`src/rtl/fwd_scoreboard_if.sv`:
```
// rtl/fwd_scoreboard_if.sv - decode-stage handshake bundle for the forwarding scoreboard
interface fwd_scoreboard_if #(
  parameter int NUM_SRC = 2,
  parameter int DEPTH   = 4,
  parameter int REG_W   = 5,
  parameter int LAT_W   = 3,
  parameter int FSEL_W  = $clog2(DEPTH + 1)
);
  logic                      issue_valid;
  logic [NUM_SRC*REG_W-1:0]  src_reg;
  logic [NUM_SRC-1:0]        src_valid;
  logic [NUM_SRC-1:0]        src_late;
  logic [REG_W-1:0]          dst_reg;
  logic                      dst_valid;
  logic [LAT_W-1:0]          dst_lat;
  logic                      hold;
  logic                      flush;
  logic                      issue_fire;
  logic                      stall;
  logic [NUM_SRC*FSEL_W-1:0] fwd_sel;
  logic [FSEL_W-1:0]         inflight;

  // Decode side: presents instructions, consumes stall/forward decisions
  modport master (
    output issue_valid, src_reg, src_valid, src_late, dst_reg, dst_valid, dst_lat, hold, flush,
    input  issue_fire, stall, fwd_sel, inflight
  );

  // Scoreboard side
  modport slave (
    input  issue_valid, src_reg, src_valid, src_late, dst_reg, dst_valid, dst_lat, hold, flush,
    output issue_fire, stall, fwd_sel, inflight
  );
endinterface

```
`src/rtl/fwd_scoreboard.sv`:
```
// rtl/fwd_scoreboard.sv - DEPTH-entry in-flight hazard/forwarding scoreboard
module fwd_scoreboard #(
  parameter int NUM_SRC = 2,
  parameter int DEPTH   = 4,
  parameter int REG_W   = 5,
  parameter int LAT_W   = 3,
  parameter int FSEL_W  = $clog2(DEPTH + 1)
) (
  input  logic         i_clock,
  input  logic         i_reset,
  fwd_scoreboard_if.slave bus
);
  localparam logic [LAT_W-1:0] LAT_DEPTH = LAT_W'(DEPTH);

  // Index k holds pipeline stage k+1 (index 0 = EX)
  logic [DEPTH-1:0]     r_vld;
  logic [REG_W-1:0]     r_reg [DEPTH];
  logic [LAT_W-1:0]     r_rem [DEPTH];
  logic [FSEL_W-1:0]    r_inflight;

  logic [NUM_SRC*FSEL_W-1:0] w_sel;
  logic [NUM_SRC-1:0]        w_haz;
  logic                      w_stall;
  logic                      w_fire;
  logic [LAT_W-1:0]          w_rem1;
  logic [DEPTH-1:0]          w_vld_nxt;
  logic [REG_W-1:0]          w_reg_nxt [DEPTH];
  logic [LAT_W-1:0]          w_rem_nxt [DEPTH];
  logic [FSEL_W-1:0]         w_cnt;

  // Per-operand match; scanning oldest to youngest so the youngest match is left standing
  always_comb begin
    w_sel = '0;
    w_haz = '0;
    for (int i = 0; i < NUM_SRC; i++) begin
      for (int k = DEPTH - 1; k >= 0; k--) begin
        if (bus.src_valid[i] && r_vld[k] &&
            r_reg[k] == bus.src_reg[i*REG_W +: REG_W] &&
            bus.src_reg[i*REG_W +: REG_W] != '0) begin
          w_sel[i*FSEL_W +: FSEL_W] = FSEL_W'(k + 1);
          w_haz[i] = r_rem[k] > (bus.src_late[i] ? LAT_W'(1) : LAT_W'(0));
        end
      end
    end
  end

  assign w_stall = ~i_reset & bus.issue_valid & (|w_haz);
  assign w_fire  = ~i_reset & bus.issue_valid & ~w_stall & ~bus.hold & ~bus.flush;

  // Remaining latency at stage 1: latency clamped to [1, DEPTH], minus the cycle spent entering
  always_comb begin
    w_rem1 = bus.dst_lat - LAT_W'(1);
    if (bus.dst_lat == '0) begin
      w_rem1 = '0;
    end else if (bus.dst_lat > LAT_DEPTH) begin
      w_rem1 = LAT_DEPTH - LAT_W'(1);
    end
  end

  // Next-state of the in-flight shift register: flush clears, hold freezes, else advance
  always_comb begin
    w_vld_nxt = r_vld;
    w_reg_nxt = r_reg;
    w_rem_nxt = r_rem;
    if (bus.flush) begin
      w_vld_nxt = '0;
    end else if (!bus.hold) begin
      for (int k = DEPTH - 1; k >= 1; k--) begin
        w_vld_nxt[k] = r_vld[k-1];
        w_reg_nxt[k] = r_reg[k-1];
        w_rem_nxt[k] = (r_rem[k-1] == '0) ? '0 : r_rem[k-1] - LAT_W'(1);
      end
      w_vld_nxt[0] = w_fire & bus.dst_valid & (bus.dst_reg != '0);
      w_reg_nxt[0] = bus.dst_reg;
      w_rem_nxt[0] = w_rem1;
    end
  end

  // Population count of the next valid vector feeds the registered inflight count
  always_comb begin
    w_cnt = '0;
    for (int k = 0; k < DEPTH; k++) begin
      w_cnt = w_cnt + FSEL_W'(w_vld_nxt[k]);
    end
  end

  // State update with synchronous reset
  always_ff @(posedge i_clock) begin
    if (i_reset) begin
      r_vld      <= '0;
      r_inflight <= '0;
      for (int k = 0; k < DEPTH; k++) begin
        r_reg[k] <= '0;
        r_rem[k] <= '0;
      end
    end else begin
      r_vld      <= w_vld_nxt;
      r_reg      <= w_reg_nxt;
      r_rem      <= w_rem_nxt;
      r_inflight <= w_cnt;
    end
  end

  assign bus.issue_fire = w_fire;
  assign bus.stall      = w_stall;
  assign bus.fwd_sel    = i_reset ? '0 : w_sel;
  assign bus.inflight   = r_inflight;
endmodule

```
`src/flat_wrapper.sv`:
```
// flat-port wrapper written by rule: the top's interface ports become plain ports
module fwd_scoreboard_flat 
#(
  parameter int NUM_SRC = 2,
  parameter int DEPTH   = 4,
  parameter int REG_W   = 5,
  parameter int LAT_W   = 3,
  parameter int FSEL_W  = $clog2(DEPTH + 1)
)
  (i_clock, i_reset, bus_issue_valid, bus_src_reg, bus_src_valid, bus_src_late, bus_dst_reg, bus_dst_valid, bus_dst_lat, bus_hold, bus_flush, bus_issue_fire, bus_stall, bus_fwd_sel, bus_inflight);
  fwd_scoreboard_if #(.NUM_SRC(NUM_SRC), .DEPTH(DEPTH), .REG_W(REG_W), .LAT_W(LAT_W), .FSEL_W(FSEL_W)) bus_i ();
  input  logic i_clock;
  input  logic i_reset;
  input wire logic [$bits(bus_i.issue_valid)-1:0] bus_issue_valid;
  input wire logic [$bits(bus_i.src_reg)-1:0] bus_src_reg;
  input wire logic [$bits(bus_i.src_valid)-1:0] bus_src_valid;
  input wire logic [$bits(bus_i.src_late)-1:0] bus_src_late;
  input wire logic [$bits(bus_i.dst_reg)-1:0] bus_dst_reg;
  input wire logic [$bits(bus_i.dst_valid)-1:0] bus_dst_valid;
  input wire logic [$bits(bus_i.dst_lat)-1:0] bus_dst_lat;
  input wire logic [$bits(bus_i.hold)-1:0] bus_hold;
  input wire logic [$bits(bus_i.flush)-1:0] bus_flush;
  output wire logic [$bits(bus_i.issue_fire)-1:0] bus_issue_fire;
  output wire logic [$bits(bus_i.stall)-1:0] bus_stall;
  output wire logic [$bits(bus_i.fwd_sel)-1:0] bus_fwd_sel;
  output wire logic [$bits(bus_i.inflight)-1:0] bus_inflight;
  assign bus_i.issue_valid = bus_issue_valid;
  assign bus_i.src_reg = bus_src_reg;
  assign bus_i.src_valid = bus_src_valid;
  assign bus_i.src_late = bus_src_late;
  assign bus_i.dst_reg = bus_dst_reg;
  assign bus_i.dst_valid = bus_dst_valid;
  assign bus_i.dst_lat = bus_dst_lat;
  assign bus_i.hold = bus_hold;
  assign bus_i.flush = bus_flush;
  assign bus_issue_fire = bus_i.issue_fire;
  assign bus_stall = bus_i.stall;
  assign bus_fwd_sel = bus_i.fwd_sel;
  assign bus_inflight = bus_i.inflight;
  fwd_scoreboard #(.NUM_SRC(NUM_SRC), .DEPTH(DEPTH), .REG_W(REG_W), .LAT_W(LAT_W), .FSEL_W(FSEL_W)) u_core (.i_clock(i_clock), .i_reset(i_reset), .bus(bus_i));
endmodule
```
`config.mk`:
```
export PLATFORM = sky130hd
export DESIGN_NAME = fwd_scoreboard_flat
export DESIGN_NICKNAME = d
export VERILOG_FILES = /design/src/rtl/fwd_scoreboard_if.sv /design/src/rtl/fwd_scoreboard.sv /design/src/flat_wrapper.sv
export SDC_FILE = /design/constraint.sdc
export NUM_CORES = 1
export LEC_CHECK = 0
export BUFFER_PORTS_ARGS = -buffer_cell sky130_fd_sc_hd__clkbuf_2
export CORE_UTILIZATION = 50
export DETAILED_ROUTE_END_ITERATION = 10
export GPL_TIMING_DRIVEN = 0
export PLACE_DENSITY = 0.76
export SYNTH_ARGS = -nofsm -noshare
export SYNTH_HDL_FRONTEND = slang
export SYNTH_SLANG_ARGS = --single-unit
```
`constraint.sdc`:
```
create_clock -name i_clock -period 3.55 [get_ports i_clock]
set_clock_uncertainty 0.2 [all_clocks]
set_input_delay 0.5325 -clock i_clock [delete_from_list [all_inputs] [get_ports i_clock]]
set_output_delay 0.5325 -clock i_clock [all_outputs]
set_load 0.01 [all_outputs]
```
==> qor.txt, run 1 <==
Status -> complete, no violations
Share of cells above drive strength 1 -> 0.162
Remaining DRCs -> 0
PwrDens -> 323 mW/mm²
Synth cell types -> 41
Hold Fails Final Rpt -> 0
Vias per cell -> 5.49
Hold_ws -> 0.266 ns
Post-synth EDFFs -> 0
Sequential area share after synthesis -> 0.305
Commonest non-fill, non-tap cell in the layout -> nand2_1
Dpl hpwl -> 4840 µm
Area of the mapped netlist -> 0.00256 mm²
Gr ovfl total -> 0
Total number of cells along the worst setup path -> 11
Max reg flops -> 20
Overall die area -> 0.00541 mm²
Post-CTS Hold Fix Bufs -> 0
Clock root buffer -> clkbuf_8
Vias in the first global route -> 2084
Post-synth top flop -> dfxtp_1
NumNets Final -> 405
Die H -> 73.5 µm
Asr flop ratio synth -> 0
Routed len/inst -> 15.1 µm
Number of synthesized register bits -> 39
Post-route setup TNS -> 0 ns
Fill count -> 444
Crit path max fanout -> 6
Warnings from Yosys -> 0
Synthesized Nets -> 370
Total power -> 939 µW
Routability cong. -> 0.885
Period utilization -> 0.985
Die width -> 73.5 µm
Synth top area cells -> dfxtp_1 31%, xnor2_1 9.6%, ha_1 8.8%, nand2_1 8.5%, a21oi_1 5.9%
DRT Pass-1 Iters -> 4
Antenna Violating Nets Remaining -> 0
Worst setup SP type -> input pin
Syn_area_per_cell -> 7.92 µm²
# diodes -> 0
Cells after Synth -> 323
I/O pins -> 39
Max clock buf depth -> 2
Worst Hold Class -> in2reg
Share of the synthesized area in the top cell type -> 0.305
Largest net degree at the start of global routing -> 12
Bufs and invs on worst path -> 1
Clock Pin Slew Worst Setup and Hold Paths -> 0.07 ns
# port buffers -> 26
LEAKAGE -> 1.15 nW
Total wire length -> 6420 µm
First-pass GRT wire length -> 9890 µm
Most frequent CP cell -> ha_1
Crit path required time -> 3.52 ns
Fmax -> 286 MHz
Row count -> 25
Worst hold stages -> 3
Crit path time final -> 3.50 ns
Commonest cells after routing, fill and taps aside -> 58 x nand2_1, 39 x dfxtp_1, 30 x a21oi_1
TritonCTS sink count -> 39
Worst-path cell chain -> buf_2, or4_4, o21ai_4, nand4b_1, nor2_1, o32ai_2, o22ai_2, ha_1, fa_1, ha_1, nor2b_1
Setup violators final -> 0
Final Core Density -> 0.604
Final Max Slew Viols -> 0
Slew @ Worst Pin -> 0.606 ns
GRT Overall Usage -> 0.245
Clk_lat worst skew -> 0.30 ns
Reg2Reg Depth -> 12
Normalized max-slew margin -> 0.592
Vias -> 2338
Crit-path max cell delay -> 0.53 ns
Synthesis-to-layout area growth -> 13.8%
CTS Buf Count -> 5
Worst path arrival time -> 3.47 ns
Crit path kind -> in2reg
CP Capture Type -> register
CP top delay family -> adder cells
Core area -> 0.00482 mm²
Htree depth -> 2
CTS tree -> built
Max Cap Violations -> 0
DRT iter0 DRCs -> 188
Initial antenna violation count -> 0
Initial Utilization -> 0.531
VDD IR max -> 0.164 mV
Cell taking the most area after synthesis -> dfxtp_1
Crit-path slowest cell -> or4_4
-- final cells by class --
| type | count | area (µm²) | share of cell area |
|---|---|---|---|
| Multi-Input combinational cell | 247 | 1640 | 0.563 |
| Clock buffer | 8 | 100 | 0.0344 |
| Timing Repair Buffer | 28 | 145 | 0.0499 |
| Sequential cell | 39 | 781 | 0.268 |
| Tap cell | 67 | 83.8 | 0.0288 |
| Buffer | 24 | 113 | 0.0387 |
| Inverter | 13 | 48.8 | 0.0168 |
-- power by group --
group | switching (mW) | internal, mW | total [mW] | leakage (nW)
Sequential | 0.0132 | 0.447 | 0.460 | 0.316
Combinational | 0.0867 | 0.0582 | 0.145 | 0.781
Clock | 0.156 | 0.177 | 0.333 | 0.0515
Total | 0.256 | 0.683 | 0.939 | 1.15
-- synthesized netlist by cell type (all sizes together), types with 2 or more instances --
cell    number
nand2       58
dfxtp       39
a21oi       30
xnor2       28
nor2        26
clkbuf      18
ha          18
inv         13
nor3        12
xor2        12
o21ai        9
a211oi       7
buf          6
nand4        6
nor4         6
mux2i        3
nor2b        3
or3          3
or4          3
a311oi       2
and4b        2
nand4b       2
nor4b        2
o21a         2
o22ai        2
o32ai        2
or2          2
-- per-stage QoR --
step | cell area, µm² | setup WS [ns] | instances
2_1_floorplan | 2560 | 0.0700 | 323
3_3_place_gp | 2770 | -0.148 | 416
3_5_place_dp | 2770 | -0.240 | 416
4_1_cts | 2870 | 0.0702 | 424
5_1_grt | 2910 | -0.0140 | 426
6_report | 2910 | 0.0526 | 426
-- layer usage --
metal | global-route usage | wire length, µm | part of all wire
met5 | 0 | 0 | 0
met4 | 0.103 | 154 | 0.024
met3 | 0.0466 | 469 | 0.073
met2 | 0.397 | 3000 | 0.47
met1 | 0.320 | 2790 | 0.43
-- worst register-to-register path: stages (launching register included) --
cell	delay [ns]
dfxtp_1	0.40
inv_1	0.08
ha_1	0.28
nor2_1	0.11
nor3_1	0.06
nor4_1	0.28
a311oi_2	0.09
o32ai_2	0.39
o22ai_2	0.18
ha_1	0.35
fa_1	0.37
ha_1	0.27
nor2b_1	0.13
-- worst paths after layout --
kind	from	to	slack, ns
setup / recovery	bus_src_reg[7]	u_core.bus.inflight[1]	0.05
hold / removal	bus_dst_reg[0]	u_core.r_reg[15]	0.27
setup reg to reg	u_core.r_rem[3]	u_core.bus.inflight[1]	0.24
hold reg to reg	u_core.r_rem[2]	u_core.r_rem[2]	0.27
-- logic make-up after synthesis --
| kind of cell | Yosys count | synth area share |
|---|---|---|
| adder cells (fa/ha/maj) | 19 | 0.0959 |
| multiplexers | 3 | 0.0117 |
| flip-flops | 39 | 0.305 |
| XOR/XNOR | 40 | 0.137 |
| AND/OR/NAND/NOR | 127 | 0.236 |
| AO/OA/AOI/OAI | 58 | 0.152 |
| buffers and inverters | 37 | 0.0626 |
-- what timing repair did --
action,CTS,global route
buffers inserted,0,2
hold endpoints to repair,0,0
endpoints found under the setup margin,0,1
gates resized for setup,0,6
Power figures use the tool's default switching activity.
==> run 2: changes to the inputs <==
--- a/config.mk
+++ b/config.mk
@@ -5,10 +5,10 @@
 export SDC_FILE = /design/constraint.sdc
 export NUM_CORES = 1
 export LEC_CHECK = 0
-export BUFFER_PORTS_ARGS = -buffer_cell sky130_fd_sc_hd__clkbuf_2
+export BUFFER_PORTS_ARGS = -buffer_cell sky130_fd_sc_hd__buf_2
 export CORE_UTILIZATION = 50
 export DETAILED_ROUTE_END_ITERATION = 10
-export GPL_TIMING_DRIVEN = 0
+export GPL_TIMING_DRIVEN = 1
 export PLACE_DENSITY = 0.76
 export SYNTH_ARGS = -nofsm -noshare
 export SYNTH_HDL_FRONTEND = slang
==> run 2 against run 1 <==
Against the previous run:
- sequential share of layout area shrank 0.79 points
- hold slack gained 0.012 ns
- flip-flop and latch count is the same
- cell count grew 0.70%
- global-route usage grew 0.35 points
- total power grew 12%
- worst setup slack gained 0.20 ns
==> qor.txt, run 2 (same netlist as run 1, synthesis figures left out) <==
Status -> complete, no violations
Setup bufs post-CTS -> 0 (unchanged)
Fmax -> 303 MHz (+6.0%)
Die H -> 73.5 µm (unchanged)
LEAKAGE -> 1.23 nW (+7.5%)
Startpoint of the worst hold path -> bus_dst_reg[0]
Gr ovfl total -> 0 (unchanged)
Worst setup SP type -> input pin
Critical Path Start -> bus_src_reg[6]
Clock Pin Slew Worst Setup and Hold Paths -> 0.08 ns (about the same)
GRT Overall Usage -> 0.249 (+0.00347)
Crit path required time -> 3.53 ns (about the same)
Reg-to-Reg Start -> u_core.r_reg[13]
Total power -> 1.05 mW (+12%)
Clock root buffer -> clkbuf_8
Placed Cells incl. Taps -> 421 (+1.2%)
# diodes -> 0 (unchanged)
Dpl hpwl -> 4700 µm (-2.7%)
Vias per cell -> 5.36 (-2.3%)
PwrDens -> 351 mW/mm² (+8.9%)
PostCTS Resize Cnt -> 0 (unchanged)
Period utilization -> 0.929 (-0.0562)
I/O pins -> 39 (unchanged)
Worst path arrival time -> 3.27 ns (-0.20 ns)
Commonest non-fill, non-tap cell in the layout -> nand2_1
Hold_ws -> 0.278 ns (+0.0123 ns)
Vias in the first global route -> 2128 (+2.1%)
Max Cap Violations -> 0 (unchanged)
Crit path time final -> 3.30 ns (-0.199 ns)
Setup violators final -> 0 (unchanged)
DRT Pass-1 Iters -> 4 (unchanged)
Unrepaired setup endpoints after global routing -> no
Routability cong. -> 0.922 (+4.2%)
Core area -> 0.00482 mm² (unchanged)
CTS Buf Count -> 5 (unchanged)
Vias -> 2301 (-1.6%)
First-pass GRT wire length -> 10100 µm (+2.3%)
Total wire length -> 6290 µm (-2.0%)
VDD IR max -> 0.246 mV (+51%)
TritonCTS sink count -> 39 (unchanged)
CTS tree -> built
CP Capture Type -> register
Worst Hold Class -> in2reg
Row count -> 25 (unchanged)
Post-CTS Hold Fix Bufs -> 0 (unchanged)
Clk_lat worst skew -> 0.29 ns (about the same)
# port buffers -> 38 (+46%)
Remaining DRCs -> 0 (unchanged)
Max clock buf depth -> 2 (unchanged)
Final Core Density -> 0.623 (+0.0184)
Slew @ Worst Pin -> 0.662 ns (+0.0560 ns)
Finished Layout Cells -> 429 (+0.70%)
Antenna Violating Nets Remaining -> 0 (unchanged)
Initial antenna violation count -> 0 (unchanged)
Routed len/inst -> 14.7 µm (-2.6%)
Share of cells above drive strength 1 -> 0.207 (+0.0456)
Final Max Slew Viols -> 0 (unchanged)
Normalized max-slew margin -> 0.559 (-0.0336)
Die width -> 73.5 µm (unchanged)
DRT iter0 DRCs -> 158 (-16%)
Max reg flops -> 20 (unchanged)
NumNets Final -> 408 (+0.74%)
Crit path max fanout -> 6 (unchanged)
Synthesis-to-layout area growth -> 17.3%
Largest net degree at the start of global routing -> 44 (+32)
Overall die area -> 0.00541 mm² (unchanged)
Initial Utilization -> 0.531 (unchanged)
Htree depth -> 2 (unchanged)
Hold Fails Final Rpt -> 0 (unchanged)
Crit path kind -> in2reg
Commonest cells after routing, fill and taps aside -> 58 x nand2_1, 39 x dfxtp_1, 38 x buf_2
Fill count -> 467 (+5.2%)
run 2: stage by stage:
step | TNS (ns) | setup slack [ns] | instance area, µm²
finish | 0 | 0.252 | 3000
floorplan | 0 | 0.0700 | 2560
detailed placement | -0.0466 | -0.0466 | 2860
CTS | 0 | 0.277 | 3000
global placement | 0 | 0.00337 | 2860
global route | 0 | 0.137 | 3000
run 2: report_power, final:
part           switching (mW)  total [mW]  leakage (nW)  internal [mW]
sequential             0.0133       0.460         0.316          0.447
clock                   0.166       0.446        0.0644          0.280
combinational          0.0853       0.147         0.854         0.0613
total                   0.264        1.05          1.23          0.789
run 2: worst paths after layout:
path / to / slack (ns) / cells past startpoint
max: u_core.bus.inflight[1] / 0.25 / 11
min: u_core.r_reg[15] / 0.28 / 3
max reg2reg: u_core.bus.inflight[1] / 0.36 / 10
min reg2reg: u_core.r_rem[2] / 0.29 / 2
run 2: per-layer routing:
layer	track usage	wire length (µm)
met5	0	0
met4	0.0940	128
met3	0.0398	223
met2	0.416	3000
met1	0.321	2940
run 2: final cells by class:
type / instances / area [µm²] / share of cell area
multi-input combinational: 247 / 1620 / 0.540
clock inverter: 3 / 67.6 / 0.0225
sequential: 39 / 781 / 0.260
inverter: 13 / 48.8 / 0.0163
timing repair buffer: 55 / 330 / 0.110
tap: 67 / 83.8 / 0.0280
clock buffer: 5 / 68.8 / 0.0229
run 2: critical path, cell delays in order:
cell	delay, ns
buf_2	0.11
or4_4	0.55
o21ai_4	0.18
nor3_1	0.13
a22o_1	0.22
or3_1	0.38
o22ai_1	0.15
ha_1	0.27
fa_1	0.37
ha_1	0.27
nor2b_1	0.12
